===== config.mk =====
export PLATFORM = sky130hd
export DESIGN_NAME = addsub_chain_seq
export DESIGN_NICKNAME = d
export VERILOG_FILES = /design/src/rtl/addsub_chain_seq.sv
export SDC_FILE = /design/constraint.sdc
export NUM_CORES = 1
export LEC_CHECK = 0
export CORE_AREA = 2 2 93 185
export CTS_BUF_LIST = sky130_fd_sc_hd__clkbuf_8
export CTS_CLUSTER_DIAMETER = 80
export DETAILED_ROUTE_END_ITERATION = 16
export DIE_AREA = 0 0 95 187
export HOLD_SLACK_MARGIN = 0.06
export MAX_ROUTING_LAYER = met4
export SLEW_MARGIN = 40
export SYNTH_ARGS = -nofsm -noshare
export SYNTH_HDL_FRONTEND = slang
export SYNTH_SLANG_ARGS = --single-unit

===== constraint.sdc =====
create_clock -name clk -period 7.65 [get_ports clk]
set_input_delay 0.765 -clock clk [delete_from_list [all_inputs] [get_ports clk]]
set_output_delay 0.765 -clock clk [all_outputs]
set_load 0.1 [all_outputs]

===== src/rtl/addsub_chain_seq.sv =====
// Multi-byte add/subtract sequencer driving an external combinational 8-bit addsub
// stage one byte per cycle (LSB first), chaining carries and publishing result + flags.
module addsub_chain_seq #(
  parameter int NBYTES = 4,
  localparam int W = 8 * NBYTES
) (
  input  logic         clk,
  input  logic         rst,
  input  logic         start,
  input  logic         op_sub,
  input  logic         use_carry,
  input  logic         carry_in,
  input  logic [W-1:0] a,
  input  logic [W-1:0] b,
  output logic [7:0]   as_x,
  output logic [7:0]   as_y,
  output logic         as_sub,
  output logic         as_cin,
  output logic         as_carry,
  input  logic [7:0]   as_sum,
  input  logic         as_cout,
  output logic         busy,
  output logic         done,
  output logic [W-1:0] result,
  output logic         carry_out,
  output logic         zero,
  output logic         ovf,
  output logic [1:0]   dbg_state
);

  localparam int IW = (NBYTES > 1) ? $clog2(NBYTES) : 1;
  localparam logic [IW-1:0] LAST = IW'(NBYTES - 1);

  typedef enum logic [1:0] {IDLE = 2'd0, RUN = 2'd1, DONE = 2'd2} state_t;

  state_t        state_q, state_d;
  logic [IW-1:0] idx_q, idx_d;
  logic [W-1:0]  a_q, a_d;
  logic [W-1:0]  b_q, b_d;
  logic          cin0_q, cin0_d;
  logic          creg_q, creg_d;
  logic [W-1:0]  acc_q, acc_d;
  logic [W-1:0]  result_q, result_d;
  logic          carry_out_q, carry_out_d;
  logic          zero_q, zero_d;
  logic          ovf_q, ovf_d;
  logic [7:0]    byte_x, byte_y;

  // Byte-lane select of the latched operands for the current index.
  always_comb begin
    byte_x = '0;
    byte_y = '0;
    for (int i = 0; i < NBYTES; i++) begin
      if (idx_q == IW'(i)) begin
        byte_x = a_q[8*i +: 8];
        byte_y = b_q[8*i +: 8];
      end
    end
  end

  always_comb begin
    state_d     = state_q;
    idx_d       = idx_q;
    a_d         = a_q;
    b_d         = b_q;
    cin0_d      = cin0_q;
    creg_d      = creg_q;
    acc_d       = acc_q;
    result_d    = result_q;
    carry_out_d = carry_out_q;
    zero_d      = zero_q;
    ovf_d       = ovf_q;
    as_x        = '0;
    as_y        = '0;
    as_cin      = 1'b0;
    busy        = 1'b0;
    done        = 1'b0;
    case (state_q)
      IDLE: begin
        if (start) begin
          state_d = RUN;
          a_d     = a;
          // Subtract is a + ~b + 1, so the adder itself never subtracts.
          b_d     = op_sub ? ~b : b;
          cin0_d  = op_sub | (use_carry & carry_in);
          idx_d   = '0;
          creg_d  = 1'b0;
          acc_d   = '0;
        end
      end
      RUN: begin
        busy   = 1'b1;
        as_x   = byte_x;
        as_y   = byte_y;
        as_cin = (idx_q == '0) ? cin0_q : creg_q;
        for (int i = 0; i < NBYTES; i++) begin
          if (idx_q == IW'(i)) acc_d[8*i +: 8] = as_sum;
        end
        creg_d = as_cout;
        idx_d  = idx_q + 1'b1;
        // Publish on the edge into DONE so result is valid while done is high.
        if (idx_q == LAST) begin
          state_d     = DONE;
          idx_d       = '0;
          result_d    = acc_d;
          carry_out_d = as_cout;
          zero_d      = (acc_d == '0);
          ovf_d       = (byte_x[7] == byte_y[7]) & (as_sum[7] != byte_x[7]);
        end
      end
      DONE: begin
        done    = 1'b1;
        state_d = IDLE;
      end
      default: state_d = IDLE;
    endcase
  end

  always_ff @(posedge clk or posedge rst) begin
    if (rst) begin
      state_q     <= IDLE;
      idx_q       <= '0;
      a_q         <= '0;
      b_q         <= '0;
      cin0_q      <= 1'b0;
      creg_q      <= 1'b0;
      acc_q       <= '0;
      result_q    <= '0;
      carry_out_q <= 1'b0;
      zero_q      <= 1'b0;
      ovf_q       <= 1'b0;
    end else begin
      state_q     <= state_d;
      idx_q       <= idx_d;
      a_q         <= a_d;
      b_q         <= b_d;
      cin0_q      <= cin0_d;
      creg_q      <= creg_d;
      acc_q       <= acc_d;
      result_q    <= result_d;
      carry_out_q <= carry_out_d;
      zero_q      <= zero_d;
      ovf_q       <= ovf_d;
    end
  end

  assign as_sub    = 1'b0;
  assign as_carry  = 1'b1;
  assign result    = result_q;
  assign carry_out = carry_out_q;
  assign zero      = zero_q;
  assign ovf       = ovf_q;
  assign dbg_state = state_q;

endmodule


* Word level (Yosys, flattened, before mapping)
Cells that the tools add are included.
** Word-level totals
- Bits in registers :: 137
- Input port bits :: 79
- Output and inout port bits :: 58
- Logic and storage cells :: 66
** Operators by class
- Add/sub/neg operators :: 1
- Equality and inequality tests :: 9
- Multiplexer cells :: 33
- Bitwise gates (word level) :: 4
- Reductions and logical operators :: 8
** Operators with widths (number)
- two-way mux 8 bit :: 18
- two-way mux 32 bit :: 2
- case mux 32 bit (2 select lines) :: 1
- zero test 32 bit :: 1
- inverter 32 bit :: 1
- two-way mux 2 bit :: 4
- case mux 2 bit (2 select lines) :: 2
- AND reduction 2 bit :: 4
- equality test 2 bit, second input constant :: 3
- two-way mux 1 bit :: 5
- equality test 2 x 1 -> 1 bit, second input constant :: 2
- zero test 2 bit :: 2
- inequality test 2 bit, second input constant :: 2
- adder 2 x 1 -> 2 bit, second input constant :: 1
- AND 1 bit :: 2
- case mux 1 bit (2 select lines) :: 1
- nonzero test 2 bit :: 1
- equality test 1 bit :: 1
- inequality test 1 bit :: 1
- OR 1 bit :: 1

* Logic depth before layout (Yosys ltp)
Gate-level depths: netlist of the first run.
- Depth after elaboration :: 7
- Mapped depth :: 9
- Mapped depth without buffers :: 7

* Worst setup path after synthesis of the first run
No wires, ideal clock.
- Path type :: register to output
- From :: register state_q[0], in the netlist dbg_state[0]
- To :: output as_x[0]
- Arrival :: 2937 ps
- Required time :: 6885 ps
- Setup slack :: 3948 ps
- Cell stages (with the launch flop) :: 5
- Path buffers :: 2
- Cells stage by stage :: dfrtp_1 > nand2b_1 > buf_6 > clkbuf_1 > a21oi_1
** On the way
- Longest elaborated chain between the ends :: 2
** RTL lines
- from (decl) :: RTL line 36 : state_t state_q, state_d;
- from (signal assigned) :: RTL line 133 : state_q <= state_d;
- equality test 2 x 1 -> 1 bit :: RTL line 78 : case (state_q)
- two-way mux 8 bit :: RTL line 78
- to (decl) :: RTL line 15 : output logic [7:0] as_x,
No other way between the ends.

* Worst setup path after layout of the first run
- From :: register idx_q[0]
- To :: output as_y[0]
** On the way
- Longest elaborated chain between the ends :: 6
- Elaborated cells between the ends (all ways) :: 9
- Classes of those cells :: eq/ne (3); mux (5); reduce/logical (1)
** RTL lines
- from (decl) :: RTL line 37 : logic [IW-1:0] idx_q, idx_d;
- from (signal assigned) :: RTL line 134 : idx_q <= idx_d;
- zero test 2 bit :: RTL line 54 : if (idx_q == IW'(i)) begin
- two-way mux 8 bit (3 in a row) :: RTL line 54
- two-way mux 8 bit * :: RTL line 54
- two-way mux 8 bit * :: RTL line 78
- to (decl) :: RTL line 16 : output logic [7:0] as_y,
Mark *: on every way between the ends. The rest lies on a longest branch, timed or not.

==> results list, run 1 <==
* Status: finished clean
- The floorplan has 67 rows.
- Area post-placement: 7560 um^2
- Headroom to the max-slew limit came out at 57.5%.
* Top layer reached by signal wires: met4
* Buf/Inv on CP: 3
- The congestion estimate from routability-driven global placement came to 0.784.
* Count of fill cells added during filler insertion: 1576
- Per-cell routed wire length: 16.3 um
* Detail Route Antenna Nets: 0
- Setup violations remaining at the end of the flow were counted as 0.
* Critical path startpoint: idx_q[0]
- Die Span X: 95 um
- In the final timing run, aggregate negative setup slack is 0 ns.
- Maximum frequency from static timing analysis: 269 MHz
- Capture point of the critical path: as_y[0]
* Post-route cell area: 7940 um^2
* Net Count, Synth: 754
- Cells fill 48.1% of the core in the end.
* Hold Vio Cnt, Final: 0
- Counting cells, the worst reg-to-reg path comes to 8.
- Mapped cell area: 6450 um^2
* Total routed wire length on the met1 layer: 7430 um
* Initial core utilization: 39.0%
- Launching point of the worst reg2reg path: dbg_state[1]
- Wire length of the first global-routing pass: 25800 um
- Setup repair after global routing left no endpoint under its margin.
- Remaining routing DRC violations: 0
- The worst setup path is of the flip-flop to primary output kind.
* Number of buffers created by CTS: 17
- CP Data Required Time: 6.88 ns
- Area of the core: 16500 um^2
* Max-cap check violation count: 0
* DR vias/cell: 5.15
- Aggregate global-route resource usage: 19.0%
* Diodes inserted: 0
* Clk sink count: 137
- Count of nets after finishing: 854
* Crit path launch type: flip-flop
* Worst-margin pin slew: 0.638 ns
* Clock input transition at the sequential cells of the worst setup and hold paths: 0.09 ns
- Of the cells placed in the final design, the portion with a size suffix greater than 1 is 13.5%.
- Counting instances, the worst hold path has a depth of 2.
* Total congestion overflow: 0
* Family with the most delay on the worst path: buffers and inverters
- For this run, the number of Yosys warnings is 0.
- In this run the critical register-to-register path is captured at zero.
- Floorplan die area: 17800 um^2
- The area growth from synthesis to layout is 23.1%.
* Iteration-0 DRC count of the detailed router: 202
- The die is 187 um tall.
* Total wire length after detailed routing: 16100 um
- Crit path largest cell delay: 0.54 ns
- Share of the clock period used by the worst path: 48.5%
* CP Depth: 7
- Detailed routing inserted a total of 5101 vias.
- Mean post-synth cell area: 9.61 um^2
- The max-slew violation count came to 0.
* Skew-Pair Late Insertion Delay: 0.44 ns
- Peak fanout along the critical path: 29
- Synthesized instance count: 671
- TritonCTS built the clock tree.
* Library cell contributing the largest single delay on the critical path: ha_2
* # Post-CTS Setup Buffers: 0
- Entering global routing, the biggest net connects 72 pins.
* Number of synthesized register bits: 137
- Share of the yosys chip area belonging to registers: 53.2%
- Met3 WL: 806 um
* Number of antenna violations at the first check in global routing: 0
- The clock passes through at most 2 buffers.
- First drt pass iteration count: 4
- Buffers inserted to repair hold after CTS numbered 0.
- Reg2Reg Setup Slack: 4.48 ns
- The count of buffers added on input and output ports is 134.
- Arrival @ worst endpoint: 2.95 ns
* Vias in the first global route: 5059
* Worst-path cell chain: inv_1, ha_2, buf_4, a211oi_1, a211o_1, a21oi_1, buf_2
- During I/O placement, the number of pins put on the boundary was 137.
- Synthesis instantiated 41 different standard cells from the library.
* CTS root buffer: clkbuf_8
- The tightest min-delay check is of the flip-flop to flip-flop type.
- Final critical-path required period: 3.71 ns
- Post-Route Skew: 0.0134 ns
* DP Wirelength: 10800 um
- Level count of the clock H-tree: 4
- Post-CTS resize count: 0
- Wire length on met2: 7630 um
- Type of destination of the critical path: primary output
-- sequential cells by signal, indices dropped and copies added (netlist names) --
| name | cells |
|---|---|
| carry_out | 1 |
| ovf | 1 |
| dbg_state | 2 |
| cin0_q | 1 |
| b_q | 32 |
| idx_q | 2 |
| zero | 1 |
| creg_q | 1 |
| acc_q | 32 |
| a_q | 32 |
| result | 32 |
-- cell families (layout without fill, tap and decap cells) --
group | count (synthesis) | count (layout) | share of synthesized area (%)
compound gates | 161 | 161 | 16.9
xor+xnor | 32 | 32 | 4.35
fa+ha+maj | 4 | 4 | 0.776
buf+inv | 82 | 195 | 5.71
flops | 137 | 137 | 53.2
mux | 25 | 25 | 3.88
other cells | 2 | 2 | 0.116
simple gates | 228 | 228 | 15.1
-- Yosys cell counts, drive strengths merged --
library cell / n / share of area [%]
o211ai: 1 / 0.12
nand2b: 1 / 0.097
clkbuf: 34 / 2.0
and2b: 1 / 0.12
a221oi: 7 / 0.95
nor2: 29 / 1.7
nor3: 4 / 0.31
ha: 4 / 0.78
o21ai: 47 / 3.8
nand2: 163 / 9.5
xnor2: 24 / 3.3
or3b: 1 / 0.14
and3b: 9 / 1.2
xor2: 8 / 1.1
nand4: 1 / 0.097
buf: 27 / 2.5
nor2b: 1 / 0.097
a211oi: 9 / 1.0
nor4: 7 / 0.68
or4: 2 / 0.23
a211o: 16 / 2.2
nand3: 4 / 0.31
o31ai: 2 / 0.23
nor3b: 5 / 0.58
a22o: 9 / 1.2
a32o: 23 / 3.6
conb: 2 / 0.12
mux2i: 25 / 3.9
a2bb2oi: 2 / 0.27
dfrtp: 137 / 53
o22ai: 3 / 0.29
inv: 21 / 1.3
a21oi: 42 / 3.3
-- per-layer routing --
| metal | GRT usage, % | vias up |
|---|---|---|
| li1 | - | 2495 |
| met1 | 25.9 | 2448 |
| met2 | 28.6 | 139 |
| met3 | 3.91 | 19 |
| met4 | 5.69 | 0 |
| met5 | - | - |
-- stage by stage --
step	hold slack (ns)	setup WS (ns)	instances
final	0.476	3.94	991
after global routing	0.497	3.77	991
after CTS	0.480	3.91	991
after detailed placement	0.459	4.40	959
after global placement	0.460	3.70	959
after floorplan	0.438	3.22	671
-- final cells by class --
type	instances	area (um^2)	share of cell area, %
clock buffers	18	248	3.12
well taps	207	259	3.26
inverters	21	86.3	1.09
multi-input cells	452	2670	33.6
repair buffers	142	1120	14.1
flip-flops and latches	137	3430	43.2
clock inverters	14	124	1.56
-- worst min-delay path by stage --
stage	slack, ns	endpoint	start
final	0.48	result[25]	result[25]
after global routing	0.50	result[25]	result[25]
after CTS	0.48	a_q[14]	a_q[14]
after detailed placement	0.46	carry_out	carry_out
after global placement	0.46	a_q[14]	a_q[14]
after floorplan	0.44	a_q[6]	a_q[6]
-- worst min-delay path: stages (launching register included) --
cell     delay, ns
dfrtp_1       0.34
nand2_1       0.05
nand2_1       0.05
-- cells in the final DEF (no fill, tap or decap), types with 3 or more instances in the layout --
cell type,count
nor3b_1,4
a22o_1,9
o21ai_0,44
inv_1,19
a21oi_1,42
nand3_1,4
nor3_1,4
o22ai_1,3
dfrtp_1,137
xnor2_1,24
a211oi_1,9
nand2_1,162
nor2_1,29
inv_6,4
xor2_1,8
buf_2,56
mux2i_1,25
nor4_1,7
clkinvlp_4,6
and3b_1,9
buf_4,8
a32o_1,23
a211o_1,16
clkdlybuf4s50_1,77
clkbuf_8,18
a221oi_1,7
Power of run 1 is left out: the tool's default activity adds up to more than one toggle a clock period on the data nets, which glitch-free logic cannot reach.
==> run 2: changes to the inputs <==
==> constraint.sdc (replaced) <==
create_clock -name clk -period 3.8 [get_ports clk]
set_input_delay 0.38 -clock clk [delete_from_list [all_inputs] [get_ports clk]]
set_output_delay 0.38 -clock clk [all_outputs]
set_load 0.1 [all_outputs]
==> results list, run 2 (same netlist as run 1, synthesis figures left out) <==
- For this run, design rule violations remaining after detail routing come to 0.
- Number of buffers added to fix hold violations after cts: 0
* Launching point of the worst reg2reg path: idx_q[0]
- Wire length of the first global-routing pass: 26200 um
- Aggregate negative setup slack: 0 ns
- Share of the clock period used by the worst path: 80.9%
- At the pin with the least slew margin, the transition time is 0.659 ns.
- No sink is reached through more buffers than the 2 on the longest clock path.
- Dividing the detail-routed wire length by the instance count gives 16.2 um.
- Floorplan die area: 17800 um^2
* CTS root buffer: clkbuf_8
* R2R Path End: zero
* Max-cap check violation count: 0
- Clock-pin slew was measured on the worst setup and hold paths at 0.09 ns.
- Count of nets after finishing: 859
* Skew-Pair Late Insertion Delay: 0.44 ns
- Number of antenna violations at the first check in global routing: 0
- The routed layout has 5082 vias.
* RSZ-0062 raised after global routing: false
- STA classifies the critical path startpoint as a flip-flop.
- Reg2Reg Depth: 7
- Before antenna repair, the detailed router went through 5 iterations.
* Type of destination of the critical path: primary output
- Vias in the first global route: 5046
- Worst min-delay path class: input pin to asynchronous set/reset pin
* Detail Route Antenna Nets: 0
- Setup violations remaining at the end of the flow were counted as 0.
- Based on the critical path, the design can be clocked at up to 325 MHz.
- Detailed placement finished with a half-perimeter wire length of 10900 um.
- RD Place Congestion: 0.789
- The core region is 16500 um^2.
- Leaving out fill and tap cells, the most frequent cell in the layout is nand2_1.
- Clock tree synthesis found a total of 137 sinks.
- Capture point of the critical path: as_x[4]
* Post-Route Skew: 0.0184 ns
- In this run the tool buffered the top-level ports with 134 buffer cells.
- Normalized max-slew margin: 56.0%
- Area Overhead vs Synth: 28.8%
- Iteration-0 DRC count of the detailed router: 217
- Clock tree synthesis inserted a total of 17 buffers.
* Arrival @ worst endpoint: 2.69 ns
- Total wire length after detailed routing: 16100 um
- After floorplanning, the core was divided into 67 placement rows.
- Post-CTS timing repair inserted 0 buffers for setup.
* Boundary pin count: 137
- Fraction of final layout cells with drive strength greater than 1: 14.0%
- CP Data Required Time: 3.42 ns
* Final critical-path required period: 3.07 ns
* Most used cells in the layout excluding fill and tap cells: nand2_1 (162), dfrtp_1 (137), clkdlybuf4s50_1 (77)
- Global routing consumed, over all layers together, 19.5% of the routing resources.
* Status: finished clean
* Diodes inserted: 0
- Vertical die dimension: 187 um
* Critical Setup Path Class: flip-flop to primary output
- Post-CTS resize count: 0
- The most critical setup path has its startpoint at idx_q[0].
- The max-slew violation count came to 0.
* Level count of the clock H-tree: 4
- Reg2Reg Setup Slack: 1.41 ns
- Total congestion overflow: 0
- Entering global routing, the biggest net connects 60 pins.
- DR vias/cell: 5.11
- Clock tree from TritonCTS: yes
* Peak fanout along the critical path: 13
- The layout has 1556 filler cells.
- Once the floorplan was initialized, standard cells occupied 39.0% of the core.
- Measured along the x axis, the die boundary spans 95 um.
- Hold Vio Cnt, Final: 0
[run 2: cell type report]
class / count / area (um^2) / share of cell area (%)
clock buffers: 20 / 275 / 3.31
well taps: 207 / 259 / 3.12
flip-flops and latches: 137 / 3430 / 41.3
multi-input cells: 452 / 2660 / 32.0
clock inverters: 11 / 170 / 2.05
inverters: 21 / 85.1 / 1.02
repair buffers: 147 / 1430 / 17.2
[run 2: metrics by stage]
| stage | utilization [%] | instances | hold WS, ns | cell area [um^2] | setup slack (ns) |
|---|---|---|---|---|---|
| 5_1_grt | 50.3 | 995 | 0.329 | 8310 | 0.511 |
| 3_5_place_dp | 47.6 | 964 | 0.462 | 7860 | 1.15 |
| 4_1_cts | 50.3 | 995 | 0.321 | 8310 | 0.686 |
| 6_report | 50.3 | 995 | 0.331 | 8310 | 0.726 |
| 2_1_floorplan | - | 671 | 0.438 | 6450 | 0.483 |
| 3_3_place_gp | 48.6 | 963 | 0.455 | 8030 | 1.21 |
[run 2: worst max-delay path: stages (launching register included)]
cell	delay (ns)
dfrtp_1	0.42
inv_1	0.11
ha_1	0.44
and2b_1	0.37
a221oi_1	0.12
a211o_1	0.30
a21oi_1	0.28
buf_12	0.22
[run 2: routing by layer]
layer,wire (um),vias up,track usage [%]
li1,-,2503,-
met1,7520,2437,26.9
met2,7650,126,29.3
met3,695,16,3.79
met4,239,0,5.57
met5,0,-,-
[run 2: worst min path at each step]
stage / to
2_1_floorplan: a_q[6]
3_3_place_gp: a_q[6]
3_5_place_dp: a_q[15]
4_1_cts: result[20]
5_1_grt: result[20]
6_report: result[20]
Power of run 2 is left out for the same reason.
==> run 3: changes to the inputs <==
--- a/config.mk
+++ b/config.mk
@@ -12,6 +12,7 @@
 export DIE_AREA = 0 0 95 187
 export HOLD_SLACK_MARGIN = 0.06
 export MAX_ROUTING_LAYER = met4
+export PLACE_DENSITY = 0.67
 export SLEW_MARGIN = 40
 export SYNTH_ARGS = -nofsm -noshare
 export SYNTH_HDL_FRONTEND = slang
==> constraint.sdc (replaced) <==
create_clock -name clk -period 2.75 [get_ports clk]
set_input_delay 0.275 -clock clk [delete_from_list [all_inputs] [get_ports clk]]
set_output_delay 0.275 -clock clk [all_outputs]
set_load 0.1 [all_outputs]
==> results list, run 3 (same netlist as run 1, synthesis figures left out) <==
- Number of buffers added to fix hold violations after cts: 0
- Clock input transition at the sequential cells of the worst setup and hold paths: 0.07 ns
* Buf/Inv on CP: 3
* Library cell contributing the largest single delay on the critical path: dfrtp_1
- Vias in the first global route: 5162
- Once layout is complete, the utilization of the core stands at 51.4%.
- Total wire length after detailed routing: 16400 um
- After routing the design area is 8500 um^2.
* Max-cap check violation count: 0
- In the layout the commonest cells are nand2_1 (162), dfrtp_1 (137), clkdlybuf4s50_1 (77).
* DP Wirelength: 11100 um
- STA classifies the critical path startpoint as a flip-flop.
- For the pin with the worst max-slew slack, the measured transition is 0.760 ns.
- The initial antenna violation count was 0.
- Fraction of final layout cells with drive strength greater than 1: 16.6%
* Diodes inserted: 0
- Area Overhead vs Synth: 31.8%
- Vertical die dimension: 187 um
- Dividing the detail-routed wire length by the instance count gives 16.4 um.
- Total congestion overflow: 0
* Wire length of the first global-routing pass: 26700 um
- Arrival @ worst endpoint: 2.40 ns
- Die Span X: 95 um
- The final critical path takes up 97.3% of the cycle.
* RD Place Congestion: 0.802
- The first detailed-routing pass took 5 iterations.
- Count of nets after finishing: 863
- The clock reaches the later pin of the worst-skew pair after 0.44 ns.
- The die covers 17800 um^2.
* Status: finished clean
- Headroom to the max-slew limit came out at 49.3%.
- CTS placed an instance of clkbuf_8 at the clock tree root.
* Reg2Reg Depth: 7
- Walking the worst path, the cells encountered are inv_1, ha_2, buf_12, and3b_1, a211oi_1, a211o_1, a21oi_2, buf_12.
- The setup path with the least slack is of type flip-flop to primary output.
- Across all register-to-register paths, the minimum setup slack is 0.37 ns.
* Area post-placement: 8000 um^2
* Type of destination of the critical path: primary output
- Clk sink count: 137
* Via count: 5210
- In this run the deepest clock path goes through 2 buffers.
* Placed cell count: 967
- Peak fanout along the critical path: 46
- Final count of negative-setup-slack endpoints: 0
* Boundary pin count: 137
- Leading cell type in the layout, fill and taps excluded: nand2_1
- Aggregate global-route resource usage: 19.9%
- DR vias/cell: 5.21
- The region available for standard cell placement spans 16500 um^2.
* R2R Path End: zero
- Site row count: 67
- For this run, design rule violations remaining after detail routing come to 0.
- Level count of the clock H-tree: 4
- Cell seen most often among critical-path stages: buf_12
* Largest net degree at the start of global routing: 138
- Once the floorplan was initialized, standard cells occupied 39.0% of the core.
- CP Data Required Time: 2.48 ns
- The count of buffers added on input and output ports is 134.
- Final critical-path required period: 2.68 ns
- TritonCTS built the clock tree.
* Detail Route Antenna Nets: 0
- Crit path largest cell delay: 0.40 ns
* Launching point of the worst reg2reg path: idx_q[0]
- The total count of hold-check failures in the final report came to 0.
- For this block, the initial DRC count from the detailed router was 300.
- The clock arrives with 0.0124 ns of skew.
- Aggregate negative setup slack: 0 ns
- TritonCTS created 17 clock buffers.
- The worst hold path belongs to the class input pin to asynchronous set/reset pin.
- Final Instance Count excl. Fillers: 1000
- Family with the most delay on the worst path: compound AO/OA/AOI/OAI gates
- Maximum frequency from static timing analysis: 374 MHz
- Count of fill cells added during filler insertion: 1537
- The max-slew violation count was 0.
-- run 3: layout make-up --
type / instances / area, um^2 / share of cell area (%)
inverters: 21 / 85.1 / 1.00
repair buffers: 151 / 1580 / 18.6
clock buffers: 21 / 289 / 3.40
multi-input cells: 452 / 2740 / 32.2
clock inverters: 11 / 120 / 1.41
well taps: 207 / 259 / 3.05
flip-flops and latches: 137 / 3430 / 40.4
-- run 3: stage by stage --
| stage | setup WS, ns | hold WS, ns |
|---|---|---|
| floorplan | -0.462 | 0.380 |
| global placement | 0.415 | 0.459 |
| detailed placement | 0.301 | 0.464 |
| CTS | 0.00588 | 0.348 |
| global route | -0.00307 | 0.367 |
| finish | 0.0734 | 0.368 |
-- run 3: worst max path at each step --
stage / slack (ns) / from / cells past startpoint / to
floorplan: -0.46 / dbg_state[0] / 4 / as_x[0]
global placement: 0.42 / idx_q[0] / 7 / as_x[4]
detailed placement: 0.30 / idx_q[0] / 7 / zero
CTS: 0.006 / idx_q[0] / 7 / as_x[4]
global route: -0.003 / idx_q[1] / 8 / as_y[1]
finish: 0.07 / idx_q[1] / 8 / as_y[1]
-- run 3: per-layer routing --
metal,global-route usage (%),part of all wire (%)
met1,26.0,44
met2,30.8,49
met3,4.47,5.6
met4,5.91,1.6
met5,-,0
-- run 3: what timing repair did --
action | 4_1_cts | 5_1_grt
resized for setup | 8 | 10
endpoints found under the hold margin | 0 | 0
pin swaps | 0 | 1
setup endpoints to repair | 14 | 13
buffers inserted | 0 | 1
-- run 3: tightest hold or removal path, cell delays in order --
cell	delay, ns
clkdlybuf4s50_1	0.44
clkinvlp_4	0.10
buf_12	0.48
Power of run 3 is left out for the same reason.
==> edit 1: new RTL, settings of run 3 <==
The parameter `NBYTES` goes from 4 to 2.
--- a/src/rtl/addsub_chain_seq.sv
+++ b/src/rtl/addsub_chain_seq.sv
@@ -1,7 +1,7 @@
 // Multi-byte add/subtract sequencer driving an external combinational 8-bit addsub
 // stage one byte per cycle (LSB first), chaining carries and publishing result + flags.
 module addsub_chain_seq #(
-  parameter int NBYTES = 4,
+  parameter int NBYTES = 2,
   localparam int W = 8 * NBYTES
 ) (
   input  logic         clk,
Ports: changed (resized a, b and result); port bits go from 137 to 89. The function was not compared with the original's and may differ.
==> edit 1 against run 3 <==
Maximum frequency increased by 25%. Non-clock buffer count is 60 lower. Cell area decreased by 49%. Global-route usage down 12 points. Cell count is 47% lower. Wire length down 59%. Worst setup slack gained 0.54 ns. Sequential cell count fell by 73. Synthesized area down 55%. Via count down 61%. Critical path depth down 4. Critical path type unchanged. Largest cell class unchanged.
Power is left out: the tool's default activity adds up to more than one toggle a clock period on the data nets, which glitch-free logic cannot reach.
==> edit 1: results (changes against run 3) <==
CP max stage delay: 0.62 ns (+0.22 ns)
ys async rst share: 100% (unchanged)
pre-CTS setup slack: 0.791 ns (+0.490 ns)
drt pass-1 iters: 4 (-1)
post-synthesis cell type count: 27 (-34%)
Final Worst Setup Slack: 0.610 ns (+0.537 ns)
IO buf count: 86 (-36%)
max_slew headroom: 57.0% (+7.7 points)
status: finished clean
Post-Syn Nets: 283 (-62%)
H-tree depth: 3 (-1)
worst skew pair latency: 0.34 ns (-0.10 ns)
r2r setup slk: 1.00 ns (+0.63 ns)
GP Congestion: 0.746 (-7.0%)
1st-iter DRT viols: 85 (-72%)
R2R Path Start: dbg_state[1]$_DFFE_PP0P_
fillers: 1701 (+11%)
reg2reg path depth: 3 (-4)
CP arrival: 1.87 ns (-0.53 ns)
RR Endpoint: a_q[13]$_DFFE_PP0P_
vias in the first global route: 2063 (-60%)
Total GRT Usage: 8.16% (-12 points)
CP startpoint: idx_q$_DFFE_PP0P_
mux contribution to synthesized area: 19.9% (+16 points)
CTS resizes: 0 (-8)
layout cells sized above 1: 30.0% (+13 points)
Nets: 369 (-57%)
DP HPWL: 4860 um (-56%)
Synth area leaders: dfrtp_1, mux2_4, mux2_2
first-pass GRT wire length: 10900 um (-59%)
peak fanout along the critical path: 13 (-72%)
pin count of the biggest net entering global routing: 54 (-61%)
Synth Area in XOR/XNOR: 4.78% (+0.44 points)
Clock Skew: 0.00551 ns (-0.00692 ns)
==> edit 1: changes by cell type after synthesis, sizes merged, moves of 9 or more <==
cell	change
nand2	-159
dfrtp	-73
o21ai	-44
clkbuf	-34
mux2	+32
a21oi	-23
a32o	-23
inv	-17
a211o	-16
buf	-11
a211oi	-9
==> edit 1: area by class of cell <==
class	instances	area (um^2)	share of cell area, %
Inverter	5	18.8	0.435
Multi-Input combinational cell	151	1190	27.6
Tap cell	207	259	6.01
Clock buffer	9	124	2.87
Timing Repair Buffer	91	1020	23.7
Clock inverter	7	95.1	2.20
Sequential cell	64	1600	37.1
==> edit 1: metrics by stage <==
step / instances / utilization [%] / instance area [um^2] / TNS [ns] / hold slack, ns
after floorplan: 236 / - / 2930 / -3.99 / 0.415
after global placement: 518 / 24.8 / 4090 / 0 / 0.471
after detailed placement: 518 / 24.8 / 4090 / 0 / 0.478
after CTS: 534 / 26.1 / 4310 / 0 / 0.402
after global routing: 534 / 26.1 / 4310 / 0 / 0.449
final: 534 / 26.1 / 4310 / 0 / 0.381
==> edit 1: worst max-delay path: cells and delay by family, from the launching register on <==
kind,cells,cell delay [ns]
multiplexers,1,0.12
flip-flops,1,0.62
buffers and inverters,2,0.55
AND/OR/NAND/NOR,1,0.23
==> edit 1: routing by layer <==
metal / track usage [%] / up-vias / part of all wire (%)
met5: - / - / 0
met4: 2.34 / 0 / 1.1
met3: 3.26 / 7 / 9.8
met2: 9.98 / 101 / 38
met1: 12.2 / 947 / 51
li1: - / 969 / -
==> edit 2: new RTL, config.mk and constraints of run 3 <==
Made on the original files. Add an input register stage for `as_sum`; this delays it by one clock. The other inputs are not delayed to match.
--- a/src/rtl/addsub_chain_seq.sv
+++ b/src/rtl/addsub_chain_seq.sv
@@ -32,6 +32,12 @@
   localparam logic [IW-1:0] LAST = IW'(NBYTES - 1);
 
   typedef enum logic [1:0] {IDLE = 2'd0, RUN = 2'd1, DONE = 2'd2} state_t;
+
+  logic [7:0] as_sum_q;
+
+  always_ff @(posedge clk) begin
+    as_sum_q <= as_sum;
+  end
 
   state_t        state_q, state_d;
   logic [IW-1:0] idx_q, idx_d;
@@ -94,7 +100,7 @@
         as_y   = byte_y;
         as_cin = (idx_q == '0) ? cin0_q : creg_q;
         for (int i = 0; i < NBYTES; i++) begin
-          if (idx_q == IW'(i)) acc_d[8*i +: 8] = as_sum;
+          if (idx_q == IW'(i)) acc_d[8*i +: 8] = as_sum_q;
         end
         creg_d = as_cout;
         idx_d  = idx_q + 1'b1;
@@ -105,7 +111,7 @@
           result_d    = acc_d;
           carry_out_d = as_cout;
           zero_d      = (acc_d == '0);
-          ovf_d       = (byte_x[7] == byte_y[7]) & (as_sum[7] != byte_x[7]);
+          ovf_d       = (byte_x[7] == byte_y[7]) & (as_sum_q[7] != byte_x[7]);
         end
       end
       DONE: begin
Formal check against the unedited RTL: not equivalent (Yosys sat finds a counterexample within 10 cycles, from zero or initial values and one cycle with rst high).
==> edit 2 against run 3 <==
Sequential cell count is 6 higher. Synthesized area is 2.2% higher. Worst setup slack improved by 0.078 ns. Wire length up 0.66%. Utilization is 0.55 points higher. Cell area increased by 1.1%. Critical endpoint is now as_x[7]. Highest routed layer unchanged.
Power is not shown: default switching activity piles up to over one toggle a cycle in this logic, so the estimate is an artifact.
==> edit 2: results (changes against run 3) <==
via count: 5173 (-0.71%)
Critical-path top delay cell: dfrtp_1
CP max stage delay: 0.43 ns (+0.03 ns)
Clock Skew: 0.0150 ns (+0.00256 ns)
Via density: 5.11 (-1.9%)
r2r setup slk: 0.71 ns (+0.34 ns)
first-pass GRT wire length: 26600 um (-0.15%)
synth cell count leaders: nand2_1, dfrtp_1, a21oi_1
Global Route met3 Usage: 3.42% (-1.0 points)
fillers: 1511 (-1.7%)
Routed WL: 16500 um (+0.66%)
placed cells: 980 (+1.3%)
R2R Path Start: idx_q[1]$_DFFE_PP0P_
synthesized area per cell: 9.63 um^2 (+0.27%)
Nets: 875 (+1.4%)
peak fanout along the critical path: 8 (-83%)
pin count of the biggest net entering global routing: 76 (-45%)
DP HPWL: 11100 um (-0.43%)
Post-Syn Nets: 767 (+1.7%)
GP Congestion: 0.859 (+7.1%)
drt pass-1 iters: 5 (unchanged)
Total GRT Usage: 19.7% (-0.17 points)
layout cells sized above 1: 14.3% (-2.4 points)
Post-Place Cell Area: 8120 um^2 (+1.5%)
CP Capture Point: as_x[7]
fin crit period: 2.60 ns (-0.0778 ns)
clk root buf: clkbuf_8
max_slew headroom: 60.5% (+11 points)
CTS clock-pin slew for the worst setup and hold paths: 0.08 ns
RR Endpoint: acc_q[9]$_DFFE_PP0P_
vias in the first global route: 5267 (+2.0%)
met1 Usage GRT: 27.0% (+0.97 points)
pre-CTS setup slack: 0.556 ns (+0.255 ns)
Synth area leaders: dfrtp_1, nand2_1, a21oi_1
sequential share of the synthesized area: 53.7% (+0.52 points)
status: finished clean
met2 Usage GRT: 29.7% (-1.1 points)
CP startpoint: idx_q[0]$_DFFE_PP0P_
post-synthesis cell type count: 39 (-4.9%)
ys async rst share: 94.4% (-5.6 points)
antenna cell count: 0 (unchanged)
1st-iter DRT viols: 298 (-0.67%)
WHS: 0.135 ns (-0.233 ns)
register area: 3540 um^2 (+3.2%)
==> edit 2: cell types whose count changed after synthesis, moves of 16 or more <==
cell / delta
buf_2: +16
nand2_1: -22
a22o_1: +20
a32o_1: -22
o21ai_0: -23
a21oi_1: +26
nor2_1: +27
clkbuf_1: -18
==> edit 2: cell type report <==
type	instances	area share [%]
clock buffers	19	3.05
clock inverters	13	2.04
inverters	23	1.12
multi-input cells	459	31.2
flip-flops and latches	143	41.2
well taps	207	3.02
repair buffers	148	18.4
==> edit 2: kinds of logic after synthesis <==
family | synth area share (%)
compound gates | 15.8
xor+xnor | 4.25
fa+ha+maj | 0.759
buf+inv | 6.00
flops | 53.7
mux | 4.40
other cells | 0.114
simple gates | 15.0
==> edit 2: per-layer routing <==
layer	wire length [um]	vias up
met1	7540	2475
li1	-	2512
met5	0	-
met2	7810	165
met4	299	0
met3	844	21
==> edit 2: what timing repair did <==
action	in CTS	in global routing
hold buffers	0	0
setup buffers	0	0
endpoints found under the setup margin	0	10
resized for setup	0	7
